**src/rtl/cache_fill_fsm_pkg.sv**
```systemverilog
// Shared constants and types for the L1 miss-fill controller and its cache arrays.
// Widths follow from the block geometry: WORDS 16-bit words per block.
package cache_fill_fsm_pkg;

  localparam int WORDS             = 8;
  localparam int MEM_LAT           = 4;
  localparam int BLOCK_OFFSET_BITS = $clog2(2 * WORDS);
  localparam int WORD_IDX_BITS     = $clog2(WORDS);
  localparam int REQ_CNT_BITS      = WORD_IDX_BITS + 1;
  localparam int ADDR_BITS         = 16;
  localparam int TAG_BITS          = ADDR_BITS - BLOCK_OFFSET_BITS;

  typedef enum logic {
    FSM_IDLE = 1'b0,
    FSM_FILL = 1'b1
  } fill_state_e;

  // Upper address bits that identify the block; the in-block offset is dropped.
  function automatic logic [TAG_BITS-1:0] block_tag(input logic [ADDR_BITS-1:0] addr);
    return addr[ADDR_BITS-1:BLOCK_OFFSET_BITS];
  endfunction

endpackage

```
**src/rtl/cache_fill_fsm_if.sv**
```systemverilog
// Signal bundle between the fill controller (master) and the cache/memory side (slave).
// There is no back-pressure: memory_en is a fire-and-forget request, and every
// memory_data_valid cycle carries exactly one word that must be consumed that cycle.
interface cache_fill_fsm_if;
  import cache_fill_fsm_pkg::*;

  logic                     miss_detected;
  logic [ADDR_BITS-1:0]     miss_address;
  logic                     memory_data_valid;
  logic                     fsm_busy;
  logic                     memory_en;
  logic [ADDR_BITS-1:0]     memory_address;
  logic                     write_data_array;
  logic [WORD_IDX_BITS-1:0] fill_word;
  logic                     write_tag_array;
  fill_state_e              state;

  modport master (
    input  miss_detected, miss_address, memory_data_valid,
    output fsm_busy, memory_en, memory_address, write_data_array, fill_word,
           write_tag_array, state
  );

  modport slave (
    output miss_detected, miss_address, memory_data_valid,
    input  fsm_busy, memory_en, memory_address, write_data_array, fill_word,
           write_tag_array, state
  );

endinterface

```
**src/rtl/cache_fill_fsm_fill_counter.sv**
```systemverilog
// Width-parameterised up-counter with synchronous clear (priority over enable).
module fill_counter #(
  parameter int W = 4
) (
  input  logic         clk,
  input  logic         rst_n,
  input  logic         clear,
  input  logic         en,
  output logic [W-1:0] count
);

  always_ff @(posedge clk or negedge rst_n) begin
    if (!rst_n) begin
      count <= '0;
    end else if (clear) begin
      count <= '0;
    end else if (en) begin
      count <= count + W'(1);
    end
  end

endmodule

```
**src/rtl/cache_fill_fsm.sv**
```systemverilog
// Miss-fill controller: streams one block of words from pipelined memory into
// the data array, then pulses the tag write on the last word.
module cache_fill_fsm
  import cache_fill_fsm_pkg::*;
(
  input  logic             clk,
  input  logic             rst_n,
  cache_fill_fsm_if.master bus
);

  fill_state_e              state_q;
  fill_state_e              state_d;
  logic [TAG_BITS-1:0]      base_q;
  logic                     base_load;
  logic [REQ_CNT_BITS-1:0]  req_cnt;
  logic [WORD_IDX_BITS-1:0] rcv_cnt;
  logic                     cnt_clear;
  logic                     req_en;
  logic                     rcv_en;
  logic                     unused_offset;

  // Offset bits of the miss address are irrelevant: fills always start at word 0.
  assign unused_offset = ^bus.miss_address[BLOCK_OFFSET_BITS-1:0];

  fill_counter #(.W(REQ_CNT_BITS)) u_req_cnt (
    .clk   (clk),
    .rst_n (rst_n),
    .clear (cnt_clear),
    .en    (req_en),
    .count (req_cnt)
  );

  fill_counter #(.W(WORD_IDX_BITS)) u_rcv_cnt (
    .clk   (clk),
    .rst_n (rst_n),
    .clear (cnt_clear),
    .en    (rcv_en),
    .count (rcv_cnt)
  );

  always_ff @(posedge clk or negedge rst_n) begin
    if (!rst_n) begin
      state_q <= FSM_IDLE;
      base_q  <= '0;
    end else begin
      state_q <= state_d;
      if (base_load) begin
        base_q <= block_tag(bus.miss_address);
      end
    end
  end

  always_comb begin
    state_d              = state_q;
    base_load            = 1'b0;
    cnt_clear            = 1'b0;
    bus.fsm_busy         = 1'b0;
    bus.memory_en        = 1'b0;
    bus.memory_address   = '0;
    bus.write_data_array = 1'b0;
    bus.fill_word        = '0;
    bus.write_tag_array  = 1'b0;

    case (state_q)
      FSM_IDLE: begin
        if (bus.miss_detected) begin
          state_d   = FSM_FILL;
          base_load = 1'b1;
          cnt_clear = 1'b1;
        end
      end
      FSM_FILL: begin
        bus.fsm_busy = 1'b1;
        if (req_cnt < REQ_CNT_BITS'(WORDS)) begin
          bus.memory_en      = 1'b1;
          // Concatenation, not addition: the word offset can never carry into the tag.
          bus.memory_address = {base_q, req_cnt[WORD_IDX_BITS-1:0], 1'b0};
        end
        if (bus.memory_data_valid) begin
          bus.write_data_array = 1'b1;
          bus.fill_word        = rcv_cnt;
          if (rcv_cnt == WORD_IDX_BITS'(WORDS - 1)) begin
            bus.write_tag_array = 1'b1;
            state_d             = FSM_IDLE;
          end
        end
      end
      default: state_d = FSM_IDLE;
    endcase
  end

  assign req_en    = bus.memory_en;
  assign rcv_en    = bus.write_data_array;
  assign bus.state = state_q;

endmodule

```
**src/flat_wrapper.sv**
```systemverilog
// flat-port wrapper written by rule: the top's interface ports become plain ports
module cache_fill_fsm_flat import cache_fill_fsm_pkg::*;
  (clk, rst_n, bus_miss_detected, bus_miss_address, bus_memory_data_valid, bus_fsm_busy, bus_memory_en, bus_memory_address, bus_write_data_array, bus_fill_word, bus_write_tag_array, bus_state);
  cache_fill_fsm_if bus_i ();
  input  logic clk;
  input  logic rst_n;
  input wire logic [$bits(bus_i.miss_detected)-1:0] bus_miss_detected;
  input wire logic [$bits(bus_i.miss_address)-1:0] bus_miss_address;
  input wire logic [$bits(bus_i.memory_data_valid)-1:0] bus_memory_data_valid;
  output wire logic [$bits(bus_i.fsm_busy)-1:0] bus_fsm_busy;
  output wire logic [$bits(bus_i.memory_en)-1:0] bus_memory_en;
  output wire logic [$bits(bus_i.memory_address)-1:0] bus_memory_address;
  output wire logic [$bits(bus_i.write_data_array)-1:0] bus_write_data_array;
  output wire logic [$bits(bus_i.fill_word)-1:0] bus_fill_word;
  output wire logic [$bits(bus_i.write_tag_array)-1:0] bus_write_tag_array;
  output wire logic [$bits(bus_i.state)-1:0] bus_state;
  assign bus_i.miss_detected = bus_miss_detected;
  assign bus_i.miss_address = bus_miss_address;
  assign bus_i.memory_data_valid = bus_memory_data_valid;
  assign bus_fsm_busy = bus_i.fsm_busy;
  assign bus_memory_en = bus_i.memory_en;
  assign bus_memory_address = bus_i.memory_address;
  assign bus_write_data_array = bus_i.write_data_array;
  assign bus_fill_word = bus_i.fill_word;
  assign bus_write_tag_array = bus_i.write_tag_array;
  assign bus_state = bus_i.state;
  cache_fill_fsm u_core (.clk(clk), .rst_n(rst_n), .bus(bus_i));
endmodule
```
**config.mk**
```make
export PLATFORM = sky130hd
export DESIGN_NAME = cache_fill_fsm_flat
export DESIGN_NICKNAME = d
export VERILOG_FILES = /design/src/rtl/cache_fill_fsm_pkg.sv /design/src/rtl/cache_fill_fsm_if.sv /design/src/rtl/cache_fill_fsm_fill_counter.sv /design/src/rtl/cache_fill_fsm.sv /design/src/flat_wrapper.sv
export SDC_FILE = /design/constraint.sdc
export NUM_CORES = 1
export LEC_CHECK = 0
export BUFFER_PORTS_ARGS = -buffer_cell sky130_fd_sc_hd__buf_2
export CAP_MARGIN = 15
export CORE_MARGIN = 1
export CORE_UTILIZATION = 24
export CTS_BUF_LIST = sky130_fd_sc_hd__clkbuf_8
export DETAILED_ROUTE_END_ITERATION = 6
export HOLD_SLACK_MARGIN = 0.02
export PLACE_DENSITY = 0.5
export SLEW_MARGIN = 30
export SYNTH_ARGS = -nofsm -noshare
export SYNTH_HDL_FRONTEND = slang
export SYNTH_HIERARCHICAL = 1
export SYNTH_SLANG_ARGS = --single-unit
```
**constraint.sdc**
```tcl
create_clock -name clk -period 1.33 [get_ports clk]
set_input_delay 0.0665 -clock clk [delete_from_list [all_inputs] [get_ports clk]]
set_output_delay 0.0665 -clock clk [all_outputs]
set_load 0.01 [all_outputs]
```
---- Word level (Yosys, flattened, before mapping) ----
Index checks and enable logic that the tools add are counted.
Widths: inputs -> output; s select.
cells by class
  add/subtract/negate cells ............... 2
  reduce and logical (&&, ||, !) cells .... 2
  bitwise gates (word level) .............. 1
  $lt $le $gt $ge ......................... 1
  multiplexer cells ....................... 21
  equality and inequality tests ........... 1
operators with widths
  kind                 number
  $mux 16              2
  $mux 1               12
  $mux 3               4
  $mux 4               2
  $add 4x1->4 const B  1
  $lt 4x4->1 const B   1
  $reduce_bool 2->1    2
  $add 3x1->3 const B  1
  $eq 3x3->1 const B   1
  $pmux 1 s2           1
  $not 1->1            1
word-level totals
  input port bits ......................... 20
  word-level logic and storage cells ...... 32
  bits in registers ....................... 20
  output and inout bits ................... 24

---- Longest topological paths before layout ----
  depth after elaboration ................. 5
  mapped depth ............................ 4

---- Hierarchy ----
Netlist, hierarchy kept.
by module, submodules not included
  module                            cells an instance  instances  area an instance (um2)
  cache_fill_fsm                    55                 1          704.4
  fill_counter at u_core.u_req_cnt  16                 1          192.7
  fill_counter at u_core.u_rcv_cnt  11                 1          136.4

---- Worst setup path after synthesis ----
Ideal clock, no wire load.
  path kind ............................... register to register
  start ................................... register u_core.state_q (netlist: u_core/bus.state)
  end ..................................... register u_core.u_req_cnt.count[3]
  setup time .............................. 0.125 ns
  path buffers ............................ 1
  arrival ................................. 1.316 ns
  stages on the path, launching flop included .. 5
  clock period less this slack ............ 1.441 ns
  slack ................................... -0.111 ns
  data required time ...................... 1.205 ns
  cells stage by stage .................... dfrtp_1 -> and2b_2 -> buf_4 -> nand4_1 -> mux2_4
on the way
  cells in the longest elaborated chain, start to end .. 2
  elaborated cells between the ends (all ways) .. 4
  classes of those cells .................. 3 x mux; 1 x reduce/logical
ends and longest elaborated chain
  element                             RTL line                           RTL
  start: declaration                  cache_fill_fsm.sv:11               fill_state_e state_q;
  start signal: assignment            cache_fill_fsm.sv:46               state_q <= state_d;
  $mux 1                              cache_fill_fsm.sv:64               case (state_q)
  named net bus_memory_en             flat_wrapper.sv:11                 output wire logic [$bits(bus_i.memory_en)-1:0] bus_memory_en;
  $reduce_bool 2->1 (no source line)  -
  end signal: assignment              cache_fill_fsm_fill_counter.sv:18  count <= count + W'(1);
  end: declaration                    cache_fill_fsm_fill_counter.sv:9   output logic [W-1:0] count
The timed path passes the listed nets, and every way through them passes these cells.
A chain may end at the register's enable or synchronous reset.

---- Worst setup path after layout ----
  start ................................... register u_core.state_q (netlist: u_core/bus.state)
  end ..................................... output bus_memory_address[1]
on the way
  cells in the longest elaborated chain, start to end .. 1
ends and longest elaborated chain
  element           RTL line              RTL
  $mux 16           cache_fill_fsm.sv:64
  end: declaration  flat_wrapper.sv:12    output wire logic [$bits(bus_i.memory_address)-1:0] bus_memory_address;
Every way passes these cells.

==> impl_metrics.env <==
export IMPL_status="finished with violations"
export IMPL_violations="negative setup slack"
export IMPL_max_clock_freq_mhz=724.5
export IMPL_die_height_um=67.62
export IMPL_final_cell_area_sq_um=1578
export IMPL_io_buffers=38
export IMPL_crit_path_start_kind="register"
export IMPL_hold_violations=0
export IMPL_grt_pass1_wl_mm=3.553
export IMPL_cts_made_buffers=3
export IMPL_layout_setup_ws_ns=-0.05021
export IMPL_min_period_ns=1.380
export IMPL_htreeDepth=1
export IMPL_totalWireLength_mm=2.328
export IMPL_root_buffer="clkbuf_8"
export IMPL_gp_congestion=0.7027
export IMPL_dp_hpwl_mm=1.604
export IMPL_drt_iter0_drc=18
export IMPL_via_per_inst=4.238
export IMPL_clock_sinks=20
export IMPL_avgSynthCellArea_sq_um=12.60
export IMPL_syn_area_sq_um=1033
export IMPL_setup_violations_final=15
export IMPL_wl_per_cell_um=12.58
export IMPL_worstSetupEndpointType="output pin"
export IMPL_postRouteAntennaNets=0
export IMPL_syn_inst=82
export IMPL_place_ws_ns=0.09702
export IMPL_layout_commonest_cell="buf_2"
export IMPL_cp_data_arrival_time_ns=1.31
export IMPL_cts_buffer_depth=2
export IMPL_antenna_cells=0
export IMPL_antenna_found_initial=0
export IMPL_synth_distinct_cells=23
export IMPL_clk_latency_ns=0.26
export IMPL_skew_ns=0.006767
export IMPL_nNetsFinal=158
export IMPL_grt_pass1_vias=774
export IMPL_peakVddDrop_mv=0.5634
export IMPL_slew_violations=0
export IMPL_yosysSeqAreaShare_pct=48.43
export IMPL_p_per_area_nw_per_um2=2480
export IMPL_hold_class="primary input to register"
export IMPL_p_leak_nw=0.7874
export IMPL_grt_use_total_pct=10.72
export IMPL_cap_violations=0
export IMPL_ys_seq_elements=20
export IMPL_postPlaceCellArea_sq_um=1310
export IMPL_synth_nets=104
export IMPL_layout_common_cells="buf_2 (24), buf_6 (19), dfrtp_1 (19)"
export IMPL_die_area_sq_um=4572
export IMPL_die_width_um=67.62
export IMPL_overflow=0
export IMPL_crit_type="register to output pin"
export IMPL_synth_warnings=6
export IMPL_start_util_pct=25.47
export IMPL_grt_max_degree=21
export IMPL_io_pins=44
export IMPL_cp_required_ns=1.26
export IMPL_core_region_area_sq_um=4058
export IMPL_post_route_period_util_pct=103.8
export IMPL_firstDrtPassIters=4
export IMPL_tns_ns=-0.4680
export IMPL_layout_drive_gt1_share_pct=68.89
export IMPL_path_max_fanout=6
export IMPL_rsz0062_at_grt="yes"
export IMPL_r2r_slack_ns=0
export IMPL_fp_row_count=23
export IMPL_vias=784
export IMPL_tritoncts="yes"
export IMPL_syn_to_final_growth_pct=52.66
export IMPL_drc=0
export IMPL_total_power_mw=3.913
export IMPL_cts_reportedPaths_clkPinSlew_ns=0.08
[flip-flops by register name, summed over array words and instances (netlist names)]
register,count
u_core/u_rcv_cnt/count,3
u_core/bus.state,1
u_core/u_req_cnt/count,4
u_core/base_q,12
[cells by family (layout without fill, tap and decap cells)]
family | count (synthesis) | count (layout) | share of synthesized area, %
other cells | 1 | 1 | 0.3628
buf+inv | 5 | 58 | 4.479
flops | 20 | 20 | 48.43
xor+xnor | 2 | 2 | 1.695
mux | 15 | 15 | 19.73
fa+ha+maj | 2 | 2 | 2.421
simple gates | 32 | 32 | 19.13
compound gates | 5 | 5 | 3.753
[synthesized netlist by cell type]
cell / n / share of area, %
ha_1: 2 / 2.4
nand2_1: 1 / 0.36
xnor2_1: 2 / 1.7
and2b_2: 1 / 0.85
a21oi_1: 2 / 0.97
nor2_1: 6 / 2.2
inv_1: 1 / 0.36
a21bo_2: 2 / 1.9
dfrtp_1: 20 / 48
nor2b_4: 1 / 1.3
buf_4: 3 / 2.2
o22a_1: 1 / 0.85
nand4_1: 1 / 0.61
mux2_2: 3 / 3.3
conb_1: 1 / 0.36
and2_1: 15 / 9.1
nand3_1: 1 / 0.48
nand3b_1: 2 / 1.5
nor2b_1: 1 / 0.61
mux2_4: 10 / 15
buf_12: 1 / 1.9
mux2i_1: 2 / 1.9
and3_2: 3 / 2.2
[area by class of cell]
class | instances | area, sq um
clock buffer | 3 | 41.29
clock inverter | 1 | 3.754
fill | 396 | 2480
inverter | 1 | 6.256
multi-input combinational | 57 | 538.0
sequential | 20 | 501.7
tap | 50 | 62.56
timing repair buffer | 53 | 424.2
[per-stage QoR]
stage	hold WS, ns	instances	utilization, %
6_report	0.03362	185	38.88
5_1_grt	0.03229	185	38.88
4_1_cts	0.03064	183	36.36
3_5_place_dp	0.05139	173	32.28
3_3_place_gp	0.04109	173	32.28
2_1_floorplan	-0.2291	82	-
[power breakdown]
part / switching (mW) / internal (mW)
combinational: 0.863 / 1.52
clock: 0.197 / 0.205
sequential: 0.212 / 0.912
total: 1.27 / 2.64
[path summary, 6_finish.rpt]
path,cells after the start,endpoint,from
min reg2reg,1,u_core/base_q[9],u_core/base_q[9]
min,2,u_core/base_q[3],bus_miss_address[7]
max reg2reg,6,u_core/u_req_cnt/count[0],u_core/bus.state
min in group asynchronous,2,u_core/base_q[4],rst_n
max,4,bus_memory_address[1],u_core/bus.state
max in group asynchronous,2,u_core/bus.state,rst_n
[critical path, cell delays in order (launching register included)]
cell	delay [ns]
dfrtp_2	0.41
and2b_2	0.24
buf_6	0.14
and2_4	0.15
buf_6	0.11
[metal layers]
| layer | global-route usage (%) | vias to the layer above | share of wire, % |
|---|---|---|---|
| met5 | 0 | - | 0 |
| met4 | 5.585 | 0 | 0.69 |
| met3 | 1.520 | 2 | 3.6 |
| met2 | 18.94 | 21 | 54 |
| met1 | 12.36 | 384 | 42 |
| li1 | - | 377 | - |
[timing repair]
item,4_1_cts,5_1_grt
pin swaps,13,0
hold endpoints to repair,20,0
resized for setup,21,19
buffers inserted,4,2
gates cloned,1,0
hold buffers,1,0
endpoints found under the setup margin,15,33
(Power assumes the default switching activity.)
